===== src/rtl/mult_colseq_driver.sv =====
// rtl/mult_colseq_driver.sv - column-serial unsigned multiplier driving an external 6:3 column counter
// Optional consistency checker enabled by defining MULT_COLSEQ_CHECK_EN.
module mult_colseq_driver #(
    parameter int W = 6
) (
    input  logic             clk,
    input  logic             rst_n,
    input  logic             in_valid,
    output logic             in_ready,
    input  logic [W-1:0]     in_a,
    input  logic [W-1:0]     in_b,
    output logic [5:0]       cnt_a,
    input  logic [2:0]       cnt_sum,
    output logic             out_valid,
    input  logic             out_ready,
    output logic [2*W-1:0]   out_p,
    output logic             chk_err
);

    localparam int CW = $clog2(2 * W);
    localparam logic [CW-1:0] COL_LAST = CW'(2 * W - 2);

    typedef enum logic [1:0] {
        IDLE,
        COL,
        DONE
    } state_t;

    state_t          state;
    state_t          next_state;
    logic [W-1:0]    a;
    logic [W-1:0]    b;
    logic [CW-1:0]   col;
    logic [2:0]      carry;
    logic [2*W-1:0]  acc;
    logic [3:0]      s;
    logic            accept;
    logic            last_col;

    assign in_ready  = (state == IDLE);
    assign out_valid = (state == DONE);
    assign out_p     = acc;
    assign accept    = in_valid && (state == IDLE);
    assign last_col  = (col == COL_LAST);
    assign s         = {1'b0, cnt_sum} + {1'b0, carry};

    always_ff @(posedge clk or negedge rst_n) begin
        if (!rst_n) begin
            state <= IDLE;
        end else begin
            state <= next_state;
        end
    end

    always_comb begin
        next_state = state;
        case (state)
            IDLE: if (accept) next_state = COL;
            COL:  if (last_col) next_state = DONE;
            DONE: if (out_ready) next_state = IDLE;
            default: next_state = IDLE;
        endcase
    end

    // Column k collects a[j] & b[i] for every i + j == k; at most one i matches each j.
    always_comb begin
        cnt_a = '0;
        if (state == COL) begin
            for (int i = 0; i < W; i++) begin
                for (int j = 0; j < W; j++) begin
                    if (CW'(i + j) == col) begin
                        cnt_a[j] = a[j] & b[i];
                    end
                end
            end
        end
    end

    always_ff @(posedge clk or negedge rst_n) begin
        if (!rst_n) begin
            a     <= '0;
            b     <= '0;
            col   <= '0;
            carry <= '0;
            acc   <= '0;
        end else if (accept) begin
            a     <= in_a;
            b     <= in_b;
            col   <= '0;
            carry <= '0;
            acc   <= '0;
        end else if (state == COL) begin
            acc[col] <= s[0];
            carry    <= s[3:1];
            col      <= col + 1'b1;
            // The top product bit is the low bit of the carry left after the last column.
            if (last_col) begin
                acc[2*W-1] <= s[1];
            end
        end
    end

`ifdef MULT_COLSEQ_CHECK_EN
    function automatic logic [2:0] popcount6(input logic [5:0] v);
        logic [2:0] c;
        c = '0;
        for (int i = 0; i < 6; i++) begin
            c = c + {2'b00, v[i]};
        end
        return c;
    endfunction

    always_ff @(posedge clk or negedge rst_n) begin
        if (!rst_n) begin
            chk_err <= 1'b0;
        end else if ((state == COL) && (popcount6(cnt_a) != cnt_sum)) begin
            chk_err <= 1'b1;
        end
    end
`else
    assign chk_err = 1'b0;
`endif

endmodule


===== config.mk =====
export PLATFORM = sky130hd
export DESIGN_NAME = mult_colseq_driver
export DESIGN_NICKNAME = d
export VERILOG_FILES = /design/src/rtl/mult_colseq_driver.sv
export SDC_FILE = /design/constraint.sdc
export NUM_CORES = 1
export LEC_CHECK = 0
export CAP_MARGIN = 20
export CORE_AREA = 5 5 77 79
export CTS_CLUSTER_DIAMETER = 30
export DETAILED_ROUTE_END_ITERATION = 8
export DIE_AREA = 0 0 82 84
export PLACE_DENSITY_LB_ADDON = 0.12
export SETUP_SLACK_MARGIN = 0.3
export SLEW_MARGIN = 5
export SYNTH_ARGS = -nofsm -noshare
export SYNTH_HDL_FRONTEND = slang
export SYNTH_SLANG_ARGS = --single-unit

===== constraint.sdc =====
create_clock -name clk -period 3.3 [get_ports clk]
set_clock_uncertainty 0.05 [all_clocks]
set_input_delay 0.66 -clock clk [delete_from_list [all_inputs] [get_ports clk]]
set_output_delay 0.66 -clock clk [all_outputs]
set_load 0.1 [all_outputs]

==> impl_metrics.json, run 1 <==
{
  "synth_area_um2": 1990,
  "syn_area_per_cell_um2": 8.47,
  "critPathCaptureType": "primary output",
  "drt_wl_total_mm": 4.80,
  "htree_levels": 2,
  "fmax_mhz": 353,
  "fin_nets": 295,
  "syn-instance-count": 235,
  "via_count": 1701,
  "core_um2": 5270,
  "clk-insertion-delay-late_ps": 280,
  "clk_pin_slew_ps": 60,
  "hold_viol_final": 0,
  "post_drt_via_cell_ratio": 5.00,
  "cts.path.max_buffers": 2,
  "relSlewSlack_pct": 57.3,
  "diodes": 0,
  "place_congestion": 0.834,
  "rsz0062_at_grt": "no",
  "status": "complete, no violations",
  "hold_buffers": 0,
  "maxCapViolCount": 0,
  "grt_pass1_vias": 1785,
  "critical_path_class": "reg -> out",
  "cp_slowest_stage_delay_ps": 440,
  "rows": 27,
  "synth-edff-count": 0,
  "crit_chain": "inv_1 -> ha_1 -> nor2b_2 -> a22oi_1 -> a311oi_2 -> buf_12",
  "grt_max_degree": 34,
  "cp.arrival_ps": 2120,
  "tightestPinTransition_ps": 639,
  "mappedNetlistNets": 263,
  "path_max_fanout": 6,
  "drt_pre_antenna_iters": 4,
  "synth_seq_cells": 33,
  "drc": 0,
  "required_ps": 2590,
  "wl_per_cell_um": 14.1,
  "antenna_found_initial": 0,
  "tns_ps": 0,
  "worst_setup_path_start_kind": "flop",
  "die_area_um2": 6890,
  "hpwl_mm": 3.38,
  "cts_tree": "built",
  "synth_seq_area_share_pct": 41.5,
  "die_w_um": 82,
  "dr.first_iter.drc_count": 65,
  "initial_utilization_pct": 37.8,
  "pin_count": 40,
  "grt_pass1_wl_mm": 8.43,
  "yosysWarnings": 0,
  "final_common_cell": "nand2_1",
  "cts_sinks": 33,
  "hold_class": "reg -> reg",
  "fin_crit_ps": 2830,
  "io_buffers": 38,
  "numCtsBuffers": 5,
  "final_cell_mix": "nand2_1 (68), dfrtp_1 (33), clkdlybuf4s50_1 (18), nand3_1 (17), buf_4 (17)",
  "cts_root_buf": "clkbuf_8",
  "async_flop_share_pct": 100,
  "overflow": 0,
  "finalCritPeriodShare_pct": 85.8,
  "die_y_um": 84,
  "drive_gt1_share_pct": 17.5,
  "critPathSlowestCell": "dfrtp_1",
  "synth.distinct_cells": 43,
  "yosys_most_used_dff": "dfrtp_1",
  "drtAntennaViolNets": 0,
  "setup_viol": 0,
  "syn2layout_area_growth_pct": 26.3,
  "grt_usage_pct": 15.8,
  "drv_slew": 0
}
-- flip-flops by register name, summed over array words and instances (netlist names) --
signal and count:
a 6, b 6, carry 3, col 4, out_p 12, state 2
-- synth_stat cells (all sizes together) (2+ instances only) --
cell type | instances | share of area [%]
a21o | 2 | 0.75
a21oi | 15 | 4.3
a22o | 2 | 0.88
a22oi | 2 | 0.75
and2b | 2 | 0.88
buf | 15 | 5.7
dfrtp | 33 | 41
ha | 8 | 5.0
inv | 7 | 1.3
mux2i | 4 | 2.0
nand2 | 69 | 13
nand2b | 3 | 0.94
nand3 | 17 | 4.3
nand3b | 3 | 1.1
nand4 | 5 | 1.6
nor2 | 12 | 2.5
nor2b | 6 | 2.0
o21ai | 12 | 3.0
xor2 | 2 | 0.88
-- worst paths after layout --
kind | from | cells past startpoint | to | slack (ps)
worst max register to register | col[2]$_DFFE_PN0P_ | 4 | out_p[10]$_DFFE_PN0P_ | 1620
worst max-delay path | col[0]$_DFFE_PN0P_ | 6 | cnt_a[2] | 470
worst min-delay path | a[4]$_DFFE_PN0N_ | 2 | a[4]$_DFFE_PN0N_ | 430
max in group asynchronous | rst_n | 2 | out_p[8]$_DFFE_PN0P_ | 2160
worst min register to register | a[4]$_DFFE_PN0N_ | 2 | a[4]$_DFFE_PN0N_ | 430
min in group asynchronous | rst_n | 2 | a[2]$_DFFE_PN0N_ | 730
-- metal layers --
| layer | wire [um] | track usage, % | vias up |
|---|---|---|---|
| met3 | 233 | 4.54 | 7 |
| met1 | 2230 | 21.0 | 813 |
| met4 | 49 | 3.78 | 0 |
| met5 | 0 | 0 | - |
| met2 | 2290 | 24.9 | 31 |
| li1 | - | - | 850 |
-- logic make-up (layout without fill, tap and decap cells) --
kind of cell,count (synthesis),after routing,share of synthesized area (%)
buf+inv,23,56,7.17
fa+ha+maj,9,9,6.03
other cells,1,1,0.188
xor+xnor,2,2,0.880
simple gates,122,122,29.2
mux,4,4,2.01
flops,33,33,41.5
compound gates,41,41,13.0
-- area by class of cell --
cell class | count | area (um2)
multi-input combinational | 179 | 1060
fill | 555 | 2760
tap | 72 | 90.1
sequential | 33 | 826
timing repair buffer | 41 | 428
inverter | 7 | 26.3
clock buffer | 8 | 80.1
-- through the flow --
stage | worst slack [ps] | hold WS (ps) | util, % | cell area [um2] | instances
2_1_floorplan | 108 | 314 | - | 2010 | 235
3_3_place_gp | 651 | 412 | 45.8 | 2410 | 332
3_5_place_dp | 566 | 415 | 45.8 | 2410 | 332
4_1_cts | 363 | 432 | 47.4 | 2500 | 340
5_1_grt | 308 | 459 | 47.7 | 2510 | 340
6_report | 468 | 426 | 47.7 | 2510 | 340
-- worst max-delay path, delay by kind of cell, from the launching register on --
family          cells  cell delay [ps]
compound gates      2              480
buf+inv             2              390
simple gates        1              250
flops               1              440
fa+ha+maj           1              280
-- repair_timing --
action | 4_1_cts | 5_1_grt
setup endpoints to repair | 3 | 5
setup buffers | 0 | 0
resized for setup | 1 | 4
Power of run 1 is left out: the tool's default activity adds up to more than one toggle a clock period on the data nets, which glitch-free logic cannot reach.
==> inputs of run 2 (changes only) <==
Settings changed: CORE_AREA 5 5 77 79 to 2 2 74 76, DIE_AREA 0 0 82 84 to 0 0 76 78.
==> run 2 against run 1 <==
Effect of this change:
- sequential cell count stayed put
- via count is 0.94% higher
- fmax hardly changed
- worst setup slack better by 1.2 ps
- highest routed layer unchanged
==> impl_metrics.json, run 2 (synthesized netlist as in run 1, its figures left out) <==
{
  "cts_root_buf": "clkbuf_8",
  "setup_viol": 0,
  "cts_tree": "built",
  "hpwl_mm": 3.29,
  "fin_crit_ps": 2830,
  "crit_path_start": "col[0]$_DFFE_PN0P_",
  "die_w_um": 76,
  "rsz0062_at_grt": "no",
  "worstHoldPathCells": 2,
  "critPathSlowestCell": "dfrtp_1",
  "status": "complete, no violations",
  "reg2reg_depth": 6,
  "grt_max_degree": 34,
  "clk_pin_slew_ps": 70,
  "clk-insertion-delay-late_ps": 280,
  "cts.path.max_buffers": 2,
  "drtAntennaViolNets": 0,
  "initial_utilization_pct": 39.5,
  "final_cell_mix": "nand2_1 (68), dfrtp_1 (33), clkdlybuf4s50_1 (18), nand3_1 (17), buf_4 (17)",
  "die_y_um": 78,
  "relSlewSlack_pct": 57.8,
  "cts_sinks": 33,
  "finalCritPeriodShare_pct": 85.8,
  "place_congestion": 0.846,
  "via_count": 1717,
  "worstHoldStart": "a[0]$_DFFE_PN0N_",
  "syn2layout_area_growth_pct": 26.8,
  "tightestPinTransition_ps": 632,
  "drt_pre_antenna_iters": 4,
  "drc": 0,
  "cp_slowest_stage_delay_ps": 440,
  "die_area_um2": 5930,
  "htree_levels": 2,
  "drt_wl_total_mm": 4.79,
  "cp.arrival_ps": 2120,
  "required_ps": 2590,
  "path_max_fanout": 20,
  "busiest_layer": "met2",
  "core_um2": 5040,
  "worst_path_most_repeated_cell": "a21oi_1",
  "tns_ps": 0,
  "drv_slew": 0,
  "rows": 26,
  "fmax_mhz": 353,
  "grt_pass1_wl_mm": 8.18,
  "final_common_cell": "nand2_1",
  "hold_viol_final": 0,
  "critPathCaptureType": "primary output",
  "maxCapViolCount": 0,
  "numCtsBuffers": 5,
  "grt_usage_pct": 17.2,
  "diodes": 0,
  "grt_pass1_vias": 1629,
  "largest_register_ffs": 12,
  "worst_setup_path_start_kind": "flop",
  "fin_nets": 295,
  "pin_count": 40,
  "io_buffers": 38,
  "gr-usage-met1_pct": 23.7,
  "hold_class": "reg -> reg",
  "wl_per_cell_um": 14.2,
  "overflow": 0,
  "met2_usage_pct": 27.7,
  "use_met3_pct": 3.95,
  "critical_path_class": "reg -> out",
  "dr.first_iter.drc_count": 73,
  "antenna_found_initial": 0,
  "post_drt_via_cell_ratio": 5.08,
  "r2r_start": "col[0]$_DFFE_PN0P_",
  "crit_chain": "inv_1 -> ha_2 -> a21oi_1 -> a21oi_1 -> nand4_1 -> o21ai_2 -> buf_12",
  "drive_gt1_share_pct": 18.7
}
-- run 2: cell type report --
cell class                 count  area (um2)
clock buffer                   7        96.3
sequential                    33         826
fill                         520        2520
clock inverter                 1        5.00
inverter                       7        26.3
timing repair buffer          41         428
multi-input combinational    179        1050
tap                           70        87.6
-- run 2: what timing repair did --
item                                    in CTS  in global routing
endpoints found under the setup margin       3                  6
gates resized for setup                      1                  3
setup buffers                                0                  0
hold buffers                                 0                  0
-- run 2: per-layer routing --
metal	up-vias	routed length [um]
met2	41	2260
met1	820	2290
met3	4	212
met5	-	0
li1	852	-
met4	0	36
-- run 2: stage by stage --
step           hold slack (ps)  worst slack [ps]  area (um2)  instances  util [%]
6_report                   434               470        2520        338      50.0
5_1_grt                    447               304        2520        338      50.0
4_1_cts                    434               391        2520        338      49.9
3_5_place_dp               418               608        2410        330      47.8
3_3_place_gp               414               658        2410        330      47.8
2_1_floorplan              314               108        2010        235         -
-- run 2: final timing paths --
check	to	slack, ps
worst max-delay path	cnt_a[5]	470
worst min-delay path	a[0]$_DFFE_PN0N_	430
worst max register to register	out_p[11]$_DFFE_PN0P_	1520
worst min register to register	a[0]$_DFFE_PN0N_	430
max in group asynchronous	state[0]$_DFFE_PN0P_	2160
min in group asynchronous	a[2]$_DFFE_PN0N_	730
-- run 2: critical path, delay by kind of cell (launching register included) --
family,cells,cell delay [ps]
adder cells (fa/ha/maj),1,410
AO/OA/AOI/OAI,3,500
buffers and inverters,2,330
flip-flops,1,440
AND/OR/NAND/NOR,1,140
Power of run 2 is left out for the same reason.
==> variant, RTL diff (config.mk and constraints of run 1) <==
The 3 states of `state_t` get a one-hot encoding in 3 bits.
--- a/src/rtl/mult_colseq_driver.sv
+++ b/src/rtl/mult_colseq_driver.sv
@@ -21,8 +21,8 @@
     localparam logic [CW-1:0] COL_LAST = CW'(2 * W - 2);
 
-    typedef enum logic [1:0] {
-        IDLE,
-        COL,
-        DONE
+    typedef enum logic [2:0] {
+        IDLE = 3'b001,
+        COL  = 3'b010,
+        DONE = 3'b100
     } state_t;
 
Behaviour: same outputs for any inputs over 10 cycles, from zero or initial values and one cycle with rst_n low; not proved beyond that.
==> variant against run 1 <==
Setup slack worse by 0.038 ns; core utilization rose by 2.2 points; maximum frequency down 1.3%; routed wire length grew 8.8%; synthesized area is 1.4% higher; sequential cell count up 1; final area is 4.7% higher; largest cell class unchanged.
==> variant: results (changes against run 1) <==
* DP Cell Count at 332 (unchanged)
* Port buffer count at 38 (unchanged)
* Area fraction of the dominant cell type after synthesis at 0.409 (-0.00591)
* Top_reg_cell synth: dfrtp_1
* Slew margin rel. at 0.439 (-0.133)
* DR iter-0 viols at 143 (+120%)
* Mapped Avg Cell Area at 8.67 sq um (+2.3%)
* Reg2Reg Depth at 3 (-1)
* Seq/Total Area, Yosys at 0.422 (+0.00710)
* Root Buffer: clkbuf_8
* Ant. Diodes at 0 (unchanged)
* WP data arrival at 2.16 ns (+0.04 ns)
* First-pass GRT wire length at 8810 um (+4.5%)
* Status: finished, final reports clean
* Hold Path Class: flop to flop
* Vias per cell at 5.18 (+3.5%)
* Top post-synthesis cells by area: dfrtp_1, nand2_1, ha_1
* Net Count, Synth at 261 (-0.76%)
* DRT Pass-1 Iters at 4 (unchanged)
* Post-synth cell types at 44 (+2.3%)
* Via Count at 1766 (+3.8%)
* Leakage at 0.00122 uW
* Share of synthesized registers carrying an async set or reset at 1.00 (unchanged)
* Max reg flops at 12 (unchanged)
* Reg clk slew, reported paths at around 0.070 ns
* Clock tree buffer depth at 2 (unchanged)
* Cell Area, Placed at 2480 sq um (+2.8%)
* Final WL at 5220 um (+8.8%)
* DP Wirelength at 3580 um (+6.1%)
* Worst VDD drop at 0.340 mV
* Largest net degree at the start of global routing at 35 (+2.9%)
* Share of post-route cells with drive strength above 1 at 0.193 (+0.0179)
* Commonest cells in the netlist: nand2_1, dfrtp_1, a21oi_1
* H-Tree Depth at 2 (unchanged)
* Final nets at 296 (+0.34%)
* Routability Congestion at 0.900 (+7.9%)
* CTS Buf Count at 5 (unchanged)
* Critical path peak fanout at 12 (+6)
* GRT Util Overall at 0.167 (+0.00920)
* Hold Path Stages at 2 (unchanged)
==> variant: changes by cell type after synthesis, sizes merged, moves of 3 or more <==
cell,change
o21ai,-4
nor3b,+4
nand4,-3
mux2i,+5
nand2,-4
nand3,-7
==> variant: what timing repair did <==
item                       4_1_cts  5_1_grt
gates resized for setup          2        7
buffers inserted                 0        1
setup endpoints to repair        6        6
==> variant: layout make-up <==
cell class	count	area (sq um)
clock buffers	8	110
fillers	540	2640
inverters	8	30.0
multi-input cells	175	1100
flip-flops and latches	34	855
well taps	72	90.1
repair buffers	44	450
==> variant: routing by layer <==
layer / wire (um) / GRT usage
met1: 2320 / 0.219
met2: 2520 / 0.259
met3: 256 / 0.0421
met4: 130 / 0.0665
met5: 0 / 0
==> variant: stage by stage <==
| step | worst slack, ns | total power [uW] |
|---|---|---|
| 2_1_floorplan | 0.351 | 1190 |
| 3_3_place_gp | 0.476 | 1380 |
| 3_5_place_dp | 0.422 | 1380 |
| 4_1_cts | 0.268 | 1760 |
| 5_1_grt | 0.300 | 1910 |
| 6_report | 0.430 | 1780 |
==> variant: cell families (layout without fill, tap and decap cells) <==
| kind of cell | after synthesis | after routing | synth area share |
|---|---|---|---|
| and+or+nand+nor | 111 | 111 | 0.267 |
| AOI/OAI and AO/OA | 40 | 40 | 0.121 |
| DFF | 34 | 34 | 0.422 |
| buffers and inverters | 24 | 60 | 0.0613 |
| muxes | 10 | 10 | 0.0502 |
| adders and majority gates | 9 | 9 | 0.0595 |
| xor gates and xnor gates | 4 | 4 | 0.0174 |
| other | 1 | 1 | 0.00186 |
==> variant: final timing paths <==
kind,endpoint,slack [ns],startpoint
max,cnt_a[0],0.43,col[0]
max reg2reg,b[4],1.38,state[0]
max in group asynchronous,col[1],2.13,rst_n
min in group asynchronous,col[2],0.73,rst_n
min reg2reg,a[0],0.43,a[0]
min,a[0],0.43,a[0]
==> variant: power by group <==
part,internal [uW],leakage [uW],total [uW],switching (uW)
logic,265,0.000716,765,500
registers,529,0.000445,646,117
clock network,211,0.0000575,368,157
total,1000,0.00122,1780,774
==> variant: critical path: stages, from the launching register on <==
cell and delay (ns):
dfrtp_2 0.44, inv_1 0.13, ha_4 0.22, nor3b_1 0.15
or3_1 0.35, o22ai_1 0.16, and3_1 0.23, buf_12 0.19
